[config.mk]
export PLATFORM = sky130hd
export DESIGN_NAME = aes192dec_stream_arbiter
export DESIGN_NICKNAME = d
export VERILOG_FILES = /design/src/rtl/aes192dec_stream_arbiter.sv
export SDC_FILE = /design/constraint.sdc
export NUM_CORES = 1
export LEC_CHECK = 0
export ABC_AREA = 1
export BUFFER_PORTS_ARGS = -buffer_cell sky130_fd_sc_hd__buf_2
export CAP_MARGIN = 20
export CORE_AREA = 3 3 562 564
export DETAILED_ROUTE_END_ITERATION = 10
export DIE_AREA = 0 0 565 567
export SYNTH_ARGS = -nofsm -noshare
export SYNTH_HDL_FRONTEND = slang
export SYNTH_SLANG_ARGS = --single-unit
[constraint.sdc]
create_clock -name ap_clk -period 12.8 [get_ports ap_clk]
set_clock_uncertainty 0.05 [all_clocks]
set_input_delay 1.92 -clock ap_clk [delete_from_list [all_inputs] [get_ports ap_clk]]
set_output_delay 1.92 -clock ap_clk [all_outputs]
set_load 0.05 [all_outputs]
[src/rtl/aes192dec_stream_arbiter.sv]
// Round-robin arbiter that time-shares one AES-192 decrypt core (ap_ctrl_hs) between two
// AXI4-Stream requesters, one block in flight, with per-channel delivered-block counters.
module aes192dec_stream_arbiter #(
    parameter int DW   = 128,
    parameter int KW   = 192,
    parameter int CNTW = 32
) (
    input  logic            ap_clk,
    input  logic            ap_rst,
    input  logic [DW-1:0]   s0_TDATA,
    input  logic            s0_TVALID,
    output logic            s0_TREADY,
    input  logic [DW-1:0]   s1_TDATA,
    input  logic            s1_TVALID,
    output logic            s1_TREADY,
    input  logic [KW-1:0]   key0,
    input  logic [KW-1:0]   key1,
    output logic [DW-1:0]   m0_TDATA,
    output logic            m0_TVALID,
    input  logic            m0_TREADY,
    output logic [DW-1:0]   m1_TDATA,
    output logic            m1_TVALID,
    input  logic            m1_TREADY,
    output logic            core_ap_start,
    input  logic            core_ap_ready,
    input  logic            core_ap_idle,
    output logic [DW-1:0]   core_in_TDATA,
    output logic            core_in_TVALID,
    input  logic            core_in_TREADY,
    output logic [KW-1:0]   core_key,
    input  logic [DW-1:0]   core_out_TDATA,
    input  logic            core_out_TVALID,
    output logic            core_out_TREADY,
    output logic            busy,
    output logic            grant,
    output logic [CNTW-1:0] cnt0,
    output logic [CNTW-1:0] cnt1
);

    typedef enum logic [1:0] {IDLE, SEND, RUN, DELIVER} state_t;

    localparam logic [CNTW-1:0] CNT_ONE = {{(CNTW-1){1'b0}}, 1'b1};

    state_t          r_state;
    logic            r_last_grant;
    logic            r_grant;
    logic            r_rdy_seen;
    logic            r_res_seen;
    logic [DW-1:0]   r_blk;
    logic [DW-1:0]   r_res;
    logic [KW-1:0]   r_key;
    logic [CNTW-1:0] r_cnt0;
    logic [CNTW-1:0] r_cnt1;

    logic w_sel;
    logic w_take;
    logic w_out_hs;
    logic w_m_hs;
    logic w_rdy_now;
    logic w_res_now;
    logic w_unused_idle;

    // Idle status from the core is informational only; sequencing relies on ap_ready.
    assign w_unused_idle = core_ap_idle;

    // On contention the channel that did not win last time gets the core.
    assign w_sel  = (s0_TVALID & s1_TVALID) ? ~r_last_grant : s1_TVALID;
    assign w_take = (r_state == IDLE) & ~ap_rst & (s0_TVALID | s1_TVALID);

    assign s0_TREADY = w_take & ~w_sel;
    assign s1_TREADY = w_take & w_sel;

    assign core_ap_start   = (r_state == SEND) | ((r_state == RUN) & ~r_rdy_seen);
    assign core_in_TVALID  = (r_state == SEND);
    assign core_in_TDATA   = r_blk;
    assign core_key        = r_key;
    assign core_out_TREADY = (r_state == RUN) & ~r_res_seen;

    assign w_out_hs  = core_out_TVALID & core_out_TREADY;
    assign w_rdy_now = r_rdy_seen | core_ap_ready;
    assign w_res_now = r_res_seen | w_out_hs;

    assign m0_TVALID = (r_state == DELIVER) & ~r_grant;
    assign m1_TVALID = (r_state == DELIVER) & r_grant;
    assign m0_TDATA  = r_res;
    assign m1_TDATA  = r_res;
    assign w_m_hs    = r_grant ? m1_TREADY : m0_TREADY;

    assign busy  = (r_state != IDLE);
    assign grant = r_grant;
    assign cnt0  = r_cnt0;
    assign cnt1  = r_cnt1;

    always_ff @(posedge ap_clk) begin
        if (ap_rst) begin
            r_state      <= IDLE;
            r_last_grant <= 1'b1;
            r_grant      <= 1'b0;
            r_rdy_seen   <= 1'b0;
            r_res_seen   <= 1'b0;
            r_cnt0       <= '0;
            r_cnt1       <= '0;
        end else begin
            case (r_state)
                IDLE: begin
                    if (w_take) begin
                        r_grant <= w_sel;
                        r_blk   <= w_sel ? s1_TDATA : s0_TDATA;
                        r_key   <= w_sel ? key1 : key0;
                        r_state <= SEND;
                    end
                end
                SEND: begin
                    if (core_in_TREADY) begin
                        r_rdy_seen <= 1'b0;
                        r_res_seen <= 1'b0;
                        r_state    <= RUN;
                    end
                end
                RUN: begin
                    // ap_ready and the result may land in either order or together.
                    if (core_ap_ready) begin
                        r_rdy_seen <= 1'b1;
                    end
                    if (w_out_hs) begin
                        r_res      <= core_out_TDATA;
                        r_res_seen <= 1'b1;
                    end
                    if (w_rdy_now & w_res_now) begin
                        r_state <= DELIVER;
                    end
                end
                DELIVER: begin
                    if (w_m_hs) begin
                        if (r_grant) begin
                            r_cnt1 <= r_cnt1 + CNT_ONE;
                        end else begin
                            r_cnt0 <= r_cnt0 + CNT_ONE;
                        end
                        r_last_grant <= r_grant;
                        r_state      <= IDLE;
                    end
                end
                default: r_state <= IDLE;
            endcase
        end
    end

endmodule

---- After elaboration in Yosys (flattened, before gate mapping) ----
Cells that the tools add are included.
cells by class
  add/subtract/negate cells ............... 2
  equality and inequality tests ........... 9
  multiplexer cells ....................... 14
  bitwise operators ....................... 21
  reductions and logical operators ........ 12
operators by type and width
  kind                                                              number
  192-bit two-way mux                                               1
  128-bit two-way mux                                               1
  32-bit by 1-bit adder with 32-bit output (second input constant)  2
  3-bit AND reduction                                               6
  1-bit bitwise AND                                                 11
  2-bit two-way mux                                                 4
  2-bit != test (second input constant)                             4
  2-bit one-hot mux with 4 select lines                             1
  1-bit inverter                                                    6
  1-bit two-way mux                                                 5
  2-bit == test (second input constant)                             2
  2-bit by 1-bit != test with 1-bit output (second input constant)  2
  1-bit bitwise OR                                                  4
  1-bit one-hot mux with 2 select lines                             2
  2-bit AND reduction                                               2
  4-bit AND reduction                                               1
  2-bit nonzero test                                                2
  2-bit by 1-bit == test with 1-bit output (second input constant)  1
  2-bit logical NOT                                                 1
word-level totals
  register bits ........................... 518
  bits of input ports ..................... 778
  output and inout port bits .............. 649
  word-level logic and storage cells ...... 68

---- Logic depth before layout (Yosys ltp) ----
  depth in word-level cells ............... 7
  mapped depth ............................ 10
  gate-level depth less buffers ........... 10

---- Worst setup path after synthesis ----
No wires, ideal clock.
  path kind ............................... input -> register
  from .................................... input port ap_rst
  to ...................................... register r_blk[0] (netlist: core_in_TDATA[0]) (enable)
  setup time .............................. 0.668 ns
  data arrival time ....................... 8.317 ns
  required time ........................... 12.082 ns
  path slack .............................. 3.765 ns
  stages on the path ...................... 3
  path buffers ............................ 0
  cells stage by stage .................... clkinv_1 nand3_1 inv_1
on the way
  longest elaborated chain between the ends .. 4
RTL lines
  element                                   line  RTL
  start, declared                           9     input logic ap_rst,
  1-bit inverter (no source line) (*)       -
  1-bit bitwise AND (2 in a row)            68    assign w_take = (r_state == IDLE) & ~ap_rst & (s0_TVALID | s1_TVALID);
  3-bit AND reduction (no source line) (*)  -
  end signal, assigned                      108   r_blk <= w_sel ? s1_TDATA : s0_TDATA;
  end, declared                             49    logic [DW-1:0] r_blk;
Mark *: on every way between the ends. The rest lies on a longest branch, timed or not.
A chain may end at the register's enable or synchronous reset.

---- Final worst setup path ----
  from .................................... input port ap_rst
  to ...................................... output port s1_TREADY
on the way
  longest elaborated chain between the ends .. 4
RTL lines
  element                          line  RTL
  1-bit inverter (no source line)  -
  1-bit bitwise AND (2 in a row)   68
  1-bit bitwise AND                71    assign s1_TREADY = w_take & w_sel;
  end, declared                    15    output logic s1_TREADY,
Every way passes these cells.

==> impl_metrics.yaml <==
die:
  num_io_pins: 1427
  die_w_um: 565
  die_h_um: 567
  rows: 205
  initial_utilization_pct: 7.09
  core_sq_mm: 0.311
  die-area_sq_mm: 0.320
power_and_ir_drop:
  power.density_mw_per_mm2: 173
  p_leak_nw: 15.5
  irDropWorstVdd_v: 0.0000927
finish:
  final_cell_mix: "1425 x buf_2, 1100 x nand2_1, 448 x edfxtp_1"
  final_cells: 7857
  fin_util_pct: 11.6
  nets: 4301
  layout_commonest_cell: "buf_2"
  layout-drive-gt1-share_pct: 44.1
  syn_to_final_growth_pct: 63.8
  fillCellCount: 35900
timing:
  holdWs_ns: 0.424
  finalMaxSlewViolations: 0
  period_minus_slack_ns: 6.64
  rsz0062_at_grt: "false"
  finalSetupTns_ns: 0
  final_hold_viol_count: 0
  relSlewSlack_pct: 31.8
  max_freq_ghz: 0.151
  period_share_pct: 51.9
  finalSetupViolations: 0
  tightest_slew_ns: 1.02
place:
  placed_cells: 7576
  hpwl_um: 219000
  gp_congestion: 0.984
  numPortBuffers: 1425
synth:
  synth_xor_xnor_area_share_pct: 0.198
  synth.distinct_cells: 29
  synth_area_sq_mm: 0.0221
  muxShareOfSynthArea_pct: 0
  synthAdderAreaFrac_pct: 0.340
  ys_warn_count: 0
  ys_seq_area_share_pct: 67.3
  synth_area_per_cell_sq_um: 10.0
  synth_top_family_by_area: "simple AND/OR/NAND/NOR gates"
  ys_seq_elements: 518
  syn_inst: 2198
  synth_compound_area_share_pct: 1.69
  synth.net_count: 2982
  synth_simple_gate_area_share_pct: 23.4
setup_path:
  cp-end-kind: "output pin"
  r2r_start: "r_state[1]$_SDFFE_PP0P_"
  r2r_setup_slack_ns: 8.91
  crit_slowest_cell: "clkinv_1"
  critPathArrivalTime_ns: 4.67
  cp.depth: 6
  start_kind: "primary input"
  cpMostUsedCell: "buf_2"
  cp-startpoint: "ap_rst"
  cp_data_required_time_ns: 10.83
  cp_max_fo: 35
  slowest_delay_ns: 0.96
  crit_family: "buffers and inverters"
  r2r_end: "core_in_TDATA[77]$_DFFE_PP_"
  critPathKind: "primary input to output pin"
  setup.worst_path.end: "s1_TREADY"
  crit_chain: "buf_2, clkinv_1, buf_4, nand3_1, nor2_1, buf_2"
  cp_num_buf_inv: 4
  reg2reg_depth: 6
clocking:
  clock_sinks: 518
  cts_setup_buffers: 0
  cts_resized: 0
  cts_hold_buf: 0
  cts_buffer_depth: 4
  cts_tree: "built"
  clkTransAtPathRegs_ns: 0.05
  cts_buffers: 79
  cts-root-buf: "clkbuf_16"
  htreeDepth: 3
  clk_latency_ns: 0.77
global_route:
  grt_pass1_vias: 20500
  overflow: 0
  grt_antenna_before_repair: 327
  grtUsageTotal_pct: 14.6
  grt_max_degree: 118
  grt_pass1_wl_um: 286000
worst_hold_path:
  hold_path.class: "flop to flop"
drt:
  vias: 23000
  ant_nets: 0
  drt_iter0_markers: 1861
  vias_per_cell: 2.92
  drc_errors: 0
  wire_per_inst_um: 31.3
  wl_um: 246000
  firstDrtPassIters: 5
run:
  drv_cap: 0
run_status:
  status: "finished clean"
[metal layers]
layer	vias to the layer above	share of wire, %	routed length [um]	track usage, %
li1	9866	-	-	-
met5	-	0.61	1490	0
met4	226	4.7	11600	5.55
met2	1676	42	104000	22.2
met3	706	14	34800	8.34
met1	10500	38	94300	16.9
[stage by stage]
stage | total power, mW | area (sq um) | setup slack, ns
6_report | 6.24 | 36200 | 6.16
5_1_grt | 6.49 | 36000 | 5.94
3_3_place_gp | 4.10 | 33300 | 6.10
4_1_cts | 6.39 | 35800 | 6.09
3_5_place_dp | 4.11 | 33300 | 6.11
2_1_floorplan | 3.34 | 22100 | 3.76
[report_power, final]
| part | internal [mW] | switching (mW) | total, mW |
|---|---|---|---|
| clock | 1.26 | 0.956 | 2.22 |
| sequential | 2.13 | 0.117 | 2.25 |
| combinational | 0.291 | 1.48 | 1.78 |
| total | 3.68 | 2.56 | 6.24 |
[cell type report]
class / count / area [sq um] / share of cell area [%]
flip-flops and latches: 518 / 14900 / 41.1
repair buffers: 1443 / 7280 / 20.1
multi-input cells: 1391 / 5670 / 15.7
well taps: 4140 / 5180 / 14.3
clock buffers: 98 / 2070 / 5.72
clock inverters: 41 / 434 / 1.20
diodes: 142 / 355 / 0.982
inverters: 84 / 330 / 0.913
[worst register-to-register path, cell delays in order, from the launching register on]
cell and delay [ns]:
dfxtp_1 0.34, inv_1 0.10, ha_1 0.40, nand3_1 0.39, inv_8 0.60, buf_4 0.77, buf_4 0.79
[cells by family (layout without fill, tap and decap cells)]
family          count (synthesis)  in the layout
flops                         518            518
xor+xnor                        5              5
compound gates                 72             72
other cells                     0            142
buf+inv                       289           1666
fa+ha+maj                       6              6
simple gates                 1308           1308
[registers in the layout (all words and copies together) (netlist names)]
register,flops
cnt0,32
cnt1,32
core_in_TDATA,128
core_key,192
grant,1
m0_TDATA,128
r_last_grant,1
r_rdy_seen,1
r_res_seen,1
r_state,2
[how the worst min path moves through the flow]
stage | depth (start not counted) | start | end | slack (ns)
after global placement | 2 | r_rdy_seen$_SDFFE_PP0P_ | r_rdy_seen$_SDFFE_PP0P_ | 0.40
final | 2 | r_res_seen$_SDFFE_PP0P_ | r_res_seen$_SDFFE_PP0P_ | 0.42
after detailed placement | 2 | r_res_seen$_SDFFE_PP0P_ | r_res_seen$_SDFFE_PP0P_ | 0.41
after global routing | 2 | r_rdy_seen$_SDFFE_PP0P_ | r_rdy_seen$_SDFFE_PP0P_ | 0.45
after floorplan | 2 | r_last_grant$_SDFFE_PP1P_ | r_last_grant$_SDFFE_PP1P_ | 0.38
after CTS | 2 | r_res_seen$_SDFFE_PP0P_ | r_res_seen$_SDFFE_PP0P_ | 0.42
[cell usage after synthesis, drive strengths merged]
library cell | count | area (sq um)
o21ai | 23 | 115
edfxtp | 448 | 13500
xor2 | 3 | 26.3
clkinv | 2 | 7.51
clkbuf | 66 | 248
nand4 | 6 | 37.5
nand3 | 56 | 315
buf | 139 | 1010
xnor2 | 2 | 17.5
nor3 | 10 | 50.1
o22ai | 1 | 6.26
dfxtp | 70 | 1400
o211ai | 1 | 7.51
and3 | 4 | 25.0
o21a | 4 | 30.0
a21oi | 43 | 215
inv | 82 | 308
nor3b | 4 | 30.0
nor2 | 123 | 539
nand2 | 1101 | 4130
ha | 6 | 75.1
nand3b | 4 | 30.0
Power figures use the tool's default switching activity.
